<file path="config.mk">
export PLATFORM = sky130hd
export DESIGN_NAME = accum_multi
export DESIGN_NICKNAME = d
export VERILOG_FILES = /design/src/rtl/accum_multi.sv
export SDC_FILE = /design/constraint.sdc
export NUM_CORES = 1
export LEC_CHECK = 0
export BUFFER_PORTS_ARGS = -buffer_cell sky130_fd_sc_hd__buf_4
export CORE_MARGIN = 8
export CORE_UTILIZATION = 55
export CTS_CLUSTER_DIAMETER = 120
export DETAILED_ROUTE_END_ITERATION = 7
export PLACE_DENSITY = 0.87
export SLEW_MARGIN = 20
export SYNTH_ARGS = -nofsm -noshare
export SYNTH_HDL_FRONTEND = slang
export SYNTH_SLANG_ARGS = --single-unit
export TNS_END_PERCENT = 50
</file>
<file path="constraint.sdc">
create_clock -name clk -period 4.96 [get_ports clk]
set_input_delay 0.248 -clock clk [delete_from_list [all_inputs] [get_ports clk]]
set_output_delay 0.248 -clock clk [all_outputs]
set_load 0.02 [all_outputs]
</file>
<file path="src/rtl/accum_multi.sv">
// Multi-channel accumulator with a request/response handshake: one request is
// accepted in IDLE, the updated channel value is reported from RESP.
module accum_multi #(
    parameter int unsigned ACCUM_WIDTH = 16,
    parameter int unsigned ADD_WIDTH   = 8,
    parameter int unsigned NUM_CH      = 4,
    parameter int unsigned SIGNED      = 0,
    parameter int unsigned SATURATE    = 0,
    localparam int unsigned CHW        = (NUM_CH > 1) ? $clog2(NUM_CH) : 1
) (
    input  logic                   clk,
    input  logic                   reset_l,
    input  logic                   in_valid,
    output logic                   in_ready,
    input  logic [CHW-1:0]         in_ch,
    input  logic [1:0]             in_op,
    input  logic [ADD_WIDTH-1:0]   in_data,
    output logic                   out_valid,
    input  logic                   out_ready,
    output logic [CHW-1:0]         out_ch,
    output logic [ACCUM_WIDTH-1:0] out_accum,
    output logic                   out_ovf,
    output logic                   out_err,
    output logic [NUM_CH-1:0]      ovf_flags
);

    localparam int unsigned MSB = ACCUM_WIDTH - 1;
    localparam logic [ACCUM_WIDTH-1:0] SAT_HI =
        (SIGNED != 0) ? ({ACCUM_WIDTH{1'b1}} >> 1) : {ACCUM_WIDTH{1'b1}};
    localparam logic [ACCUM_WIDTH-1:0] SAT_LO =
        (SIGNED != 0) ? ~({ACCUM_WIDTH{1'b1}} >> 1) : '0;

    typedef enum logic {
        IDLE = 1'b0,
        RESP = 1'b1
    } state_t;

    state_t                 state_q, state_d;
    logic [ACCUM_WIDTH-1:0] acc_q [NUM_CH];
    logic [ACCUM_WIDTH-1:0] acc_d [NUM_CH];
    logic [NUM_CH-1:0]      ovf_q, ovf_d;
    logic [CHW-1:0]         out_ch_q, out_ch_d;
    logic [ACCUM_WIDTH-1:0] out_accum_q, out_accum_d;
    logic                   out_ovf_q, out_ovf_d;
    logic                   out_err_q, out_err_d;

    logic                   accept;
    logic                   ch_ok;
    logic [ACCUM_WIDTH-1:0] cur_acc;
    logic [ACCUM_WIDTH-1:0] ext;
    logic [ACCUM_WIDTH:0]   sum;
    logic [ACCUM_WIDTH:0]   diff;
    logic [ACCUM_WIDTH-1:0] raw;
    logic [ACCUM_WIDTH-1:0] res;
    logic                   op_ovf;

    // in_ready is held low while reset is asserted, even though the FSM sits in IDLE
    assign in_ready  = reset_l & (state_q == IDLE);
    assign accept    = in_valid & in_ready;
    assign out_valid = (state_q == RESP);
    assign out_ch    = out_ch_q;
    assign out_accum = out_accum_q;
    assign out_ovf   = out_ovf_q;
    assign out_err   = out_err_q;
    assign ovf_flags = ovf_q;

    // Datapath: operand extension, raw result, overflow detection and clamping
    always_comb begin
        ch_ok   = (32'(in_ch) < NUM_CH);
        cur_acc = '0;
        for (int i = 0; i < NUM_CH; i++) begin
            if (in_ch == CHW'(i)) cur_acc = acc_q[i];
        end
        if (SIGNED != 0) ext = ACCUM_WIDTH'($signed(in_data));
        else             ext = ACCUM_WIDTH'(in_data);
        sum    = {1'b0, cur_acc} + {1'b0, ext};
        diff   = {1'b0, cur_acc} - {1'b0, ext};
        raw    = '0;
        op_ovf = 1'b0;
        case (in_op)
            2'b00: begin
                raw    = sum[MSB:0];
                op_ovf = (SIGNED != 0)
                       ? ((cur_acc[MSB] == ext[MSB]) && (raw[MSB] != cur_acc[MSB]))
                       : sum[ACCUM_WIDTH];
            end
            2'b01: begin
                raw    = diff[MSB:0];
                op_ovf = (SIGNED != 0)
                       ? ((cur_acc[MSB] != ext[MSB]) && (raw[MSB] != cur_acc[MSB]))
                       : diff[ACCUM_WIDTH];
            end
            2'b10:   raw = ext;
            default: raw = '0;
        endcase
        res = raw;
        // Signed overflow direction follows the sign of the operand already held
        if (op_ovf && (SATURATE != 0)) begin
            if (SIGNED != 0) res = cur_acc[MSB] ? SAT_LO : SAT_HI;
            else             res = (in_op == 2'b00) ? SAT_HI : SAT_LO;
        end
    end

    // Next-state and register updates
    always_comb begin
        state_d     = state_q;
        acc_d       = acc_q;
        ovf_d       = ovf_q;
        out_ch_d    = out_ch_q;
        out_accum_d = out_accum_q;
        out_ovf_d   = out_ovf_q;
        out_err_d   = out_err_q;
        case (state_q)
            IDLE: begin
                if (accept) begin
                    state_d  = RESP;
                    out_ch_d = in_ch;
                    if (ch_ok) begin
                        for (int i = 0; i < NUM_CH; i++) begin
                            if (in_ch == CHW'(i)) begin
                                acc_d[i] = res;
                                ovf_d[i] = in_op[1] ? 1'b0 : (ovf_q[i] | op_ovf);
                            end
                        end
                        out_accum_d = res;
                        out_ovf_d   = op_ovf;
                        out_err_d   = 1'b0;
                    end else begin
                        out_accum_d = '0;
                        out_ovf_d   = 1'b0;
                        out_err_d   = 1'b1;
                    end
                end
            end
            RESP: begin
                if (out_ready) state_d = IDLE;
            end
            default: state_d = IDLE;
        endcase
    end

    always_ff @(posedge clk or negedge reset_l) begin
        if (!reset_l) begin
            state_q     <= IDLE;
            ovf_q       <= '0;
            out_ch_q    <= '0;
            out_accum_q <= '0;
            out_ovf_q   <= 1'b0;
            out_err_q   <= 1'b0;
            for (int i = 0; i < NUM_CH; i++) acc_q[i] <= '0;
        end else begin
            state_q     <= state_d;
            ovf_q       <= ovf_d;
            out_ch_q    <= out_ch_d;
            out_accum_q <= out_accum_d;
            out_ovf_q   <= out_ovf_d;
            out_err_q   <= out_err_d;
            for (int i = 0; i < NUM_CH; i++) acc_q[i] <= acc_d[i];
        end
    end

endmodule

</file>
==> impl_results.md, run 1 <==
- Area grow syn2layout: 12.0%
- Share of cells above drive strength 1: between 10% and 20%
- Vias/cell: between 6 and 7
- Antenna Nets Post-Route: 0
- WL per Instance: approximately 19 um
- Clock sink count: 88
- Initial DRT Pass Iterations: 4
- Core box area: between 8000 and 9000 um^2
- # resized after CTS: 0
- Fillers: about 650
- FF+latch count, synth: 88
- Multi-input logic area: between 2000 and 2500 um^2
- R2r endpoint: acc_q[23]$_DFFE_PN0P_
- Nets@finish: between 500 and 600
- Area after DPL: 5070 um^2
- Outcome: complete, no violations
- CP Buf/Inv Count: 0
- Remaining DRCs: 0
- First-pass GRT wire length: 18,600 um
- Busiest layer in global routing: met2
- Crit path DAT: 3.75 ns
- H-tree levels: 3
- Die width: between 100 and 150 um
- Mean Syn Cell Area: 10.4 um^2
- Antenna violations before repair: 0
- Clk_lat worst skew: between 0.3 and 0.4 ns
- Final setup violation count: 0
- CTS Buf Count: 9
- Final Max Slew Viols: 0
- Mapped cell area: 4730 um^2
- PnR Total Power: around 2.8 mW
- CTS root buf: clkbuf_8
- Reg clk slew, reported paths: roughly 0.09 ns
- Worst r2r src: acc_q[49]$_DFFE_PN0P_
- DRT Wirelength: 11,300 um
- Commonest non-fill, non-tap cell in the layout: dfrtp_1
- Crit. End Element: flip-flop
- Crit path largest cell delay: ~0.80 ns
- Slew headroom: between 20% and 30%
- Worst Skew: 0.0130 ns
- Die area: 11,800 um^2
- Final min period: about 3.5 ns
- Max Root-Sink Buffers: 2
- Register area: approximately 2200 um^2
- Crit path max fanout: 5
- # Max-Cap Violations: 0
- I/O Buffers: 40
- GRT overflow: 0
- Leakage power total: between 2 and 2.5 nW
- I/O pin cnt: 42
- Asr flop ratio synth: 100%
- PD cells: approximately 530 nW/um^2
- Distinct cell type count after synthesis: between 50 and 60
- CTS tree: yes
- Most used DFF post-synth: dfrtp_1
- Crit path cell chain: mux4_2, ha_1, nand2b_1, a2111oi_0, o21ai_0, a21oi_1, nor3_1, o311ai_1, a31oi_1
- Placer Congestion: slightly below 0.9
- Most frequent cells in the layout: dfrtp_1 (88), nand2_1 (60), o21ai_0 (43)
- Height of the die: around 110 um
- Critical hold path startpoint: out_ready
- Met1 usage: 24.7%
- Vias in the first global route: 3,819
- Pin count of the biggest net entering global routing: 73
- Pre-CTS setup slack: about 1.2 ns
- Grt met3 use: around 3.7%
- Cell family with most CP delay: compound AO/OA/AOI/OAI gates
- Post-synth EDFFs: 0
- Critical path's slowest cell: a2111oi_0
- Yosys warns: 0
- Via count: roughly 3,700
- Post-route cell area: between 5000 and 6000 um^2
- Worst hold endpoint: out_valid$_DFF_PN0_
- Worst VDD drop: between 0.2 and 0.3 mV
- Row count: 34
- Post-synthesis sequential area ratio: 46.6%
- Critical path class: flip-flop to flip-flop
- Achievable Freq: 0.283 GHz
- Gr usage total: 20.1%
- Setup crit start kind: flip-flop
- Req. time, crit path: ~5.2 ns
- Total negative slack: 0 ns
- Post-Syn Instances: 454
- Initial core utilization: approximately 56%
- Worst Hold Depth: 2
- RSZ-0062 raised after global routing: no
- R2R Setup Slk: ~1.4 ns
- Number of cells on the worst reg-to-reg path: 9
- Met2 Use GR: roughly a third
- HP Class: primary input to flip-flop
- Initial DRC count: about 250
- Synthesized Nets: 488
- Hpwl dp: ~8000 um
- Final worst path period share: between 70 and 80%
- PnR worst setup slack: around 1.4 ns
- Diode count: 0
- Worst slew pin tran: 1.06 ns
- Final Hold Vio Count: 0
stage by stage:
step	hold WS [ns]	cells	util [%]
after global routing	0.0496	597	62.2
final	0.0549	597	62.2
after CTS	0.0529	597	62.2
after detailed placement	0.130	580	59.6
after floorplan	-0.0476	454	-
after global placement	0.126	580	59.6
how the worst max path moves through the flow:
| stage | depth (start not counted) | end | start | slack [ns] |
|---|---|---|---|---|
| 2_1_floorplan | 12 | acc_q[23]$_DFFE_PN0P_ | in_ch[0] | 1.11 |
| 3_5_place_dp | 10 | acc_q[7]$_DFFE_PN0P_ | in_ch[0] | 1.17 |
| 4_1_cts | 9 | acc_q[23]$_DFFE_PN0P_ | acc_q[1]$_DFFE_PN0P_ | 1.49 |
| 3_3_place_gp | 10 | out_accum[7]$_DFFE_PN0P_ | in_ch[0] | 1.30 |
| 6_report | 9 | acc_q[23]$_DFFE_PN0P_ | acc_q[49]$_DFFE_PN0P_ | 1.42 |
| 5_1_grt | 9 | acc_q[23]$_DFFE_PN0P_ | acc_q[1]$_DFFE_PN0P_ | 1.17 |
kinds of logic after synthesis:
family	after synthesis	share of synthesized area [%]
AO/OA/AOI/OAI	128	17.5
flip-flops	88	46.6
multiplexers	34	12.1
adder cells (fa/ha/maj)	18	5.08
buffers and inverters	43	3.65
XOR/XNOR	15	2.78
other	1	0.0793
AND/OR/NAND/NOR	127	12.3
state kept, by name, indices dropped and copies added, names as in the netlist:
name       cells
acc_q         64
out_valid      1
out_ovf        1
ovf_flags      4
out_ch         2
out_accum     16
metal layers:
layer | vias up | share of wire, %
li1 | 1685 | -
met3 | 34 | 6.1
met5 | - | 0
met4 | 0 | 2.8
met1 | 1829 | 42
met2 | 158 | 50
power by group:
part / internal, mW / switching (mW)
Combinational: 0.522 / 0.656
Sequential: 0.960 / 0.136
Clock: 0.284 / 0.251
Total: 1.77 / 1.04
layout make-up:
class,count,share of cell area (%)
clock inverter,5,1.49
timing repair buffer,42,6.00
tap,108,2.55
clock buffer,11,2.48
sequential,88,41.6
inverter,20,1.42
multi-input combinational,323,44.5
timing repair:
action | 4_1_cts | 5_1_grt
hold buffers | 1 | 0
setup buffers | 0 | 0
hold endpoints to repair | 16 | 0
cell usage after synthesis (4+ instances only):
cell / n / area (um^2)
nor3_1: 7 / 35.0
o211ai_1: 4 / 30.0
nand2_1: 60 / 225
o21ai_0: 43 / 215
xnor2_1: 9 / 78.8
mux2_2: 15 / 169
or2_2: 4 / 25.0
a22o_1: 15 / 131
a31oi_1: 5 / 31.3
inv_1: 20 / 75.1
nor2_1: 30 / 113
xor2_1: 6 / 52.6
ha_1: 16 / 200
o21ai_1: 4 / 20.0
dfrtp_1: 88 / 2200
a22oi_1: 4 / 30.0
o31ai_1: 7 / 52.6
clkbuf_1: 19 / 71.3
nor2b_1: 4 / 25.0
a21oi_1: 19 / 95.1
or3_1: 5 / 31.3
o21a_1: 6 / 45.0
mux4_2: 16 / 360
worst reg2reg max path, cell delays in order (launching register included):
cell	delay (ns)
dfrtp_1	0.40
mux4_2	0.49
ha_1	0.30
nand2b_1	0.15
a2111oi_0	0.80
o21ai_0	0.18
a21oi_1	0.24
nor3_1	0.07
o311ai_1	0.59
a31oi_1	0.18
Note: power is estimated with default switching activity, not from simulation.
==> run 2: changes to the inputs <==
--- a/config.mk
+++ b/config.mk
@@ -5,12 +5,13 @@
 export SDC_FILE = /design/constraint.sdc
 export NUM_CORES = 1
 export LEC_CHECK = 0
+export ABC_AREA = 1
 export BUFFER_PORTS_ARGS = -buffer_cell sky130_fd_sc_hd__buf_4
 export CORE_MARGIN = 8
 export CORE_UTILIZATION = 55
 export CTS_CLUSTER_DIAMETER = 120
 export DETAILED_ROUTE_END_ITERATION = 7
-export PLACE_DENSITY = 0.87
+export PLACE_DENSITY = 0.86
 export SLEW_MARGIN = 20
 export SYNTH_ARGS = -nofsm -noshare
 export SYNTH_HDL_FRONTEND = slang
==> constraint.sdc (replaced) <==
create_clock -name clk -period 3.3 [get_ports clk]
set_input_delay 0.165 -clock clk [delete_from_list [all_inputs] [get_ports clk]]
set_output_delay 0.165 -clock clk [all_outputs]
set_load 0.02 [all_outputs]
==> run 2 against run 1 <==
  * The run now ends with hold timing left
  * Flip-flop and latch count unchanged
  * Global-route usage up 4.3 points
  * Power grew 26%
  * Sequential power is 36% higher
  * Hold slack got worse by 0.11 ns
  * Non-clock buffer count rose by 8
  * Routed wire length up 38%
  * Synthesized area grew 14%
  * Via count is 42% higher
  * Final cell count rose by 53%
  * Clock skew is 0.00086 ns lower
  * Clock power up 31%
==> impl_results.md, run 2 <==
- Reg clk slew, reported paths: ~0.09 ns
- Vias/cell: ~5.7
- Clock sink count: around 90
- CTS tree: yes
- Req. time, crit path: 3.61 ns
- Synth top area share: between 40% and 50%
- Post-synthesis sequential area ratio: around two fifths
- GRT overflow: 0
- Worst r2r src: acc_q[33]$_DFFE_PN0P_
- Crit. End Element: flip-flop
- PnR worst setup slack: 0.306 ns
- Yosys warns: 0
- Max FFs per register: 64
- CTS root buf: clkbuf_8
- HP Class: primary input to async pin
- I/O pin cnt: 42
- Pin count of the biggest net entering global routing: slightly below 90
- Setup crit start kind: primary input
- Final Hold Vio Count: 70
- Crit path largest cell delay: slightly below 0.4 ns
- Initial core utilization: 56.1%
- WL per Instance: about 17 um
- Fillers: 871
- Failing checks: hold timing
- Achievable Freq: around 0.33 GHz
- Most common cell on crit path: nand2_1
- PD cells: around 600 nW/um^2
- Register area: ~2200 um^2
- Antenna Nets Post-Route: 0
- Slew headroom: a little under half
- Pre-CTS setup slack: 0.0346 ns
- Final setup violation count: 0
- Mean Syn Cell Area: approximately 7.3 um^2
- Post-Syn Instances: 739
- Synth area leaders: dfrtp_1 (41%), nand2_1 (20%), nand3_1 (5.8%), inv_1 (4.2%), o21ai_0 (3.9%)
- Fin Hold WS: -0.0582 ns
- Synth top cells by count: nand2_1 (293), dfrtp_1 (88), nand3_1 (63)
- Share of cells above drive strength 1: between 10% and 20%
- Distinct cell type count after synthesis: 38
- Final worst path period share: 90.7%
- DRT Wirelength: roughly 16,000 um
- Hpwl dp: 11,100 um
- Core box area: 9640 um^2
- Crit path max fanout: 20
- Area grow syn2layout: 11.3%
- Crit path cell chain: buf_4, inv_2, nor2_2, nand2_1, nand3_1, o21bai_1, ha_1, inv_1, fa_1, inv_1, nand2_1, nand2_1, nand2_1, nand2_1, nand2_1, nand3_1, nand2_1, o21ai_0, nand3_1, o21ai_2, nand2_1, nand2_1
- Critical path class: primary input to flip-flop
- Placer Congestion: between 0.9 and 1
- Commonest non-fill, non-tap cell in the layout: nand2_1
- CTS Buf Count: 9
- Vias in the first global route: roughly 5,100
- Final min period: roughly 3 ns
- Worst slew pin tran: slightly below 0.8 ns
- H-tree levels: 3
- Diode count: 0
- Reg with most FFs: acc_q
- Cell family with most CP delay: simple AND/OR/NAND/NOR gates
- Via count: approximately 5,300
- CP Capture Point: acc_q[28]$_DFFE_PN0P_
- DP Cell Count: between 800 and 900
- Max Root-Sink Buffers: 2
- Post CTS Setup Buffer Count: 0
- First-pass GRT wire length: 25,500 um
- Clk_lat worst skew: ~0.37 ns
- FF+latch count, synth: a little under 90
- Leakage power total: 3.17 nW
- Outcome: finished, violations left
- Crit. Startpoint: in_ch[1]
- Height of the die: about 120 um
- Crit path DAT: roughly 3.3 ns
- Asr flop ratio synth: 100%
- Row count: 36
- Multi-input logic area: approximately 2800 um^2
- Synthesized Nets: 773
- Antenna violations before repair: 0
- # Max-Cap Violations: 0
- Nets@finish: 812
- Util after Layout: about 62%
- Most frequent cells in the layout: nand2_1 (292), dfrtp_1 (88), nand3_1 (63)
- Die area: approximately 13,000 um^2
- Remaining DRCs: 0
- Die width: between 100 and 150 um
- R2r endpoint: acc_q[28]$_DFFE_PN0P_
- Most used DFF post-synth: dfrtp_1
- Crit. path cell count: 22
- Final Instance Count excl. Fillers: 916
- Mapped cell area: roughly 5400 um^2
- Number of cells on the worst reg-to-reg path: 19
- R2R Setup Slk: 0.37 ns
- Gr usage total: between 20% and 30%
- Initial DRT Pass Iterations: 6
- Worst Skew: approximately 0.012 ns
- Post-synth EDFFs: 0
- Most common cell in the netlist: nand2_1
- Critical path's slowest cell: fa_1
- Worst VDD drop: 0.419 mV
- Initial DRC count: 634
- I/O Buffers: 40
- CP Buf/Inv Count: 4
- Final Max Slew Viols: 0
- Largest area contributor in the netlist: dfrtp_1
## run 2: changes by cell type after synthesis, sizes merged, moves of 16 or more
cell / delta
inv: +44
mux2: -16
mux4: -16
nand2: +251
nand3: +66
nor2: +16
## run 2: final cells by class
| class | instances | area share, % |
|---|---|---|
| Tap cell | 133 | 2.77 |
| Inverter | 68 | 4.24 |
| Clock buffer | 11 | 2.52 |
| Multi-Input combinational cell | 561 | 47.0 |
| Clock inverter | 5 | 0.520 |
| Timing Repair Buffer | 50 | 6.34 |
| Sequential cell | 88 | 36.6 |
## run 2: cell families (layout without fill, tap and decap cells)
| logic type | after synthesis | in the layout | share of synthesized area [%] |
|---|---|---|---|
| DFF | 88 | 88 | 40.7 |
| other | 1 | 1 | 0.0694 |
| and+or+nand+nor | 441 | 441 | 37.0 |
| buffers and inverters | 90 | 134 | 7.06 |
| adders and majority gates | 18 | 18 | 4.44 |
| xor gates and xnor gates | 1 | 1 | 0.162 |
| AOI/OAI and AO/OA | 100 | 100 | 10.5 |
## run 2: repair_timing
item	CTS	global route
endpoints found under the setup margin	0	9
gates resized for setup	0	4
endpoints found under the hold margin	1	0
hold buffers	1	0
## run 2: per-layer routing
metal | track usage, % | share of wire (%)
met1 | 31.7 | 41
met2 | 38.1 | 46
met3 | 6.30 | 10
met5 | 0 | 0
met4 | 9.81 | 2.3
## run 2: worst min-delay path by stage
stage                                           to  slack [ns]  cells past startpoint
after floorplan               acc_q[0]$_DFFE_PN0P_       -0.13                      0
after global placement         out_valid$_DFF_PN0_        0.35                      2
after detailed placement       out_valid$_DFF_PN0_        0.35                      2
after CTS                 out_accum[4]$_DFFE_PN0P_        0.14                      2
after global routing         out_ch[1]$_DFFE_PN0P_        0.01                      2
final                        out_ch[0]$_DFFE_PN0P_       -0.06                      2
## run 2: stage by stage
step | area, um^2 | total power [mW] | setup TNS, ns
2_1_floorplan | 5410 | 2.39 | 0
3_3_place_gp | 5810 | 2.77 | 0
3_5_place_dp | 5810 | 2.81 | 0
4_1_cts | 6010 | 3.50 | 0
5_1_grt | 6020 | 3.75 | -0.0195
6_report | 6020 | 3.54 | 0
## run 2: worst register-to-register path: stages, from the launching register on
cell	delay (ns)
dfrtp_1	0.34
inv_1	0.06
o21ai_1	0.21
o221ai_1	0.19
o21ai_2	0.13
inv_1	0.12
fa_1	0.43
inv_1	0.08
nand2_1	0.07
nand2_1	0.07
nand2_1	0.05
nand2_1	0.13
nand2_1	0.07
nand3_1	0.16
nand2_1	0.13
o21ai_0	0.20
nand3_1	0.11
o21ai_2	0.15
nand2_1	0.12
nand2_1	0.07
## run 2: power breakdown
| group | switching (mW) | total, mW | internal (mW) |
|---|---|---|---|
| logic | 0.876 | 1.33 | 0.459 |
| clock network | 0.389 | 0.701 | 0.312 |
| registers | 0.165 | 1.50 | 1.33 |
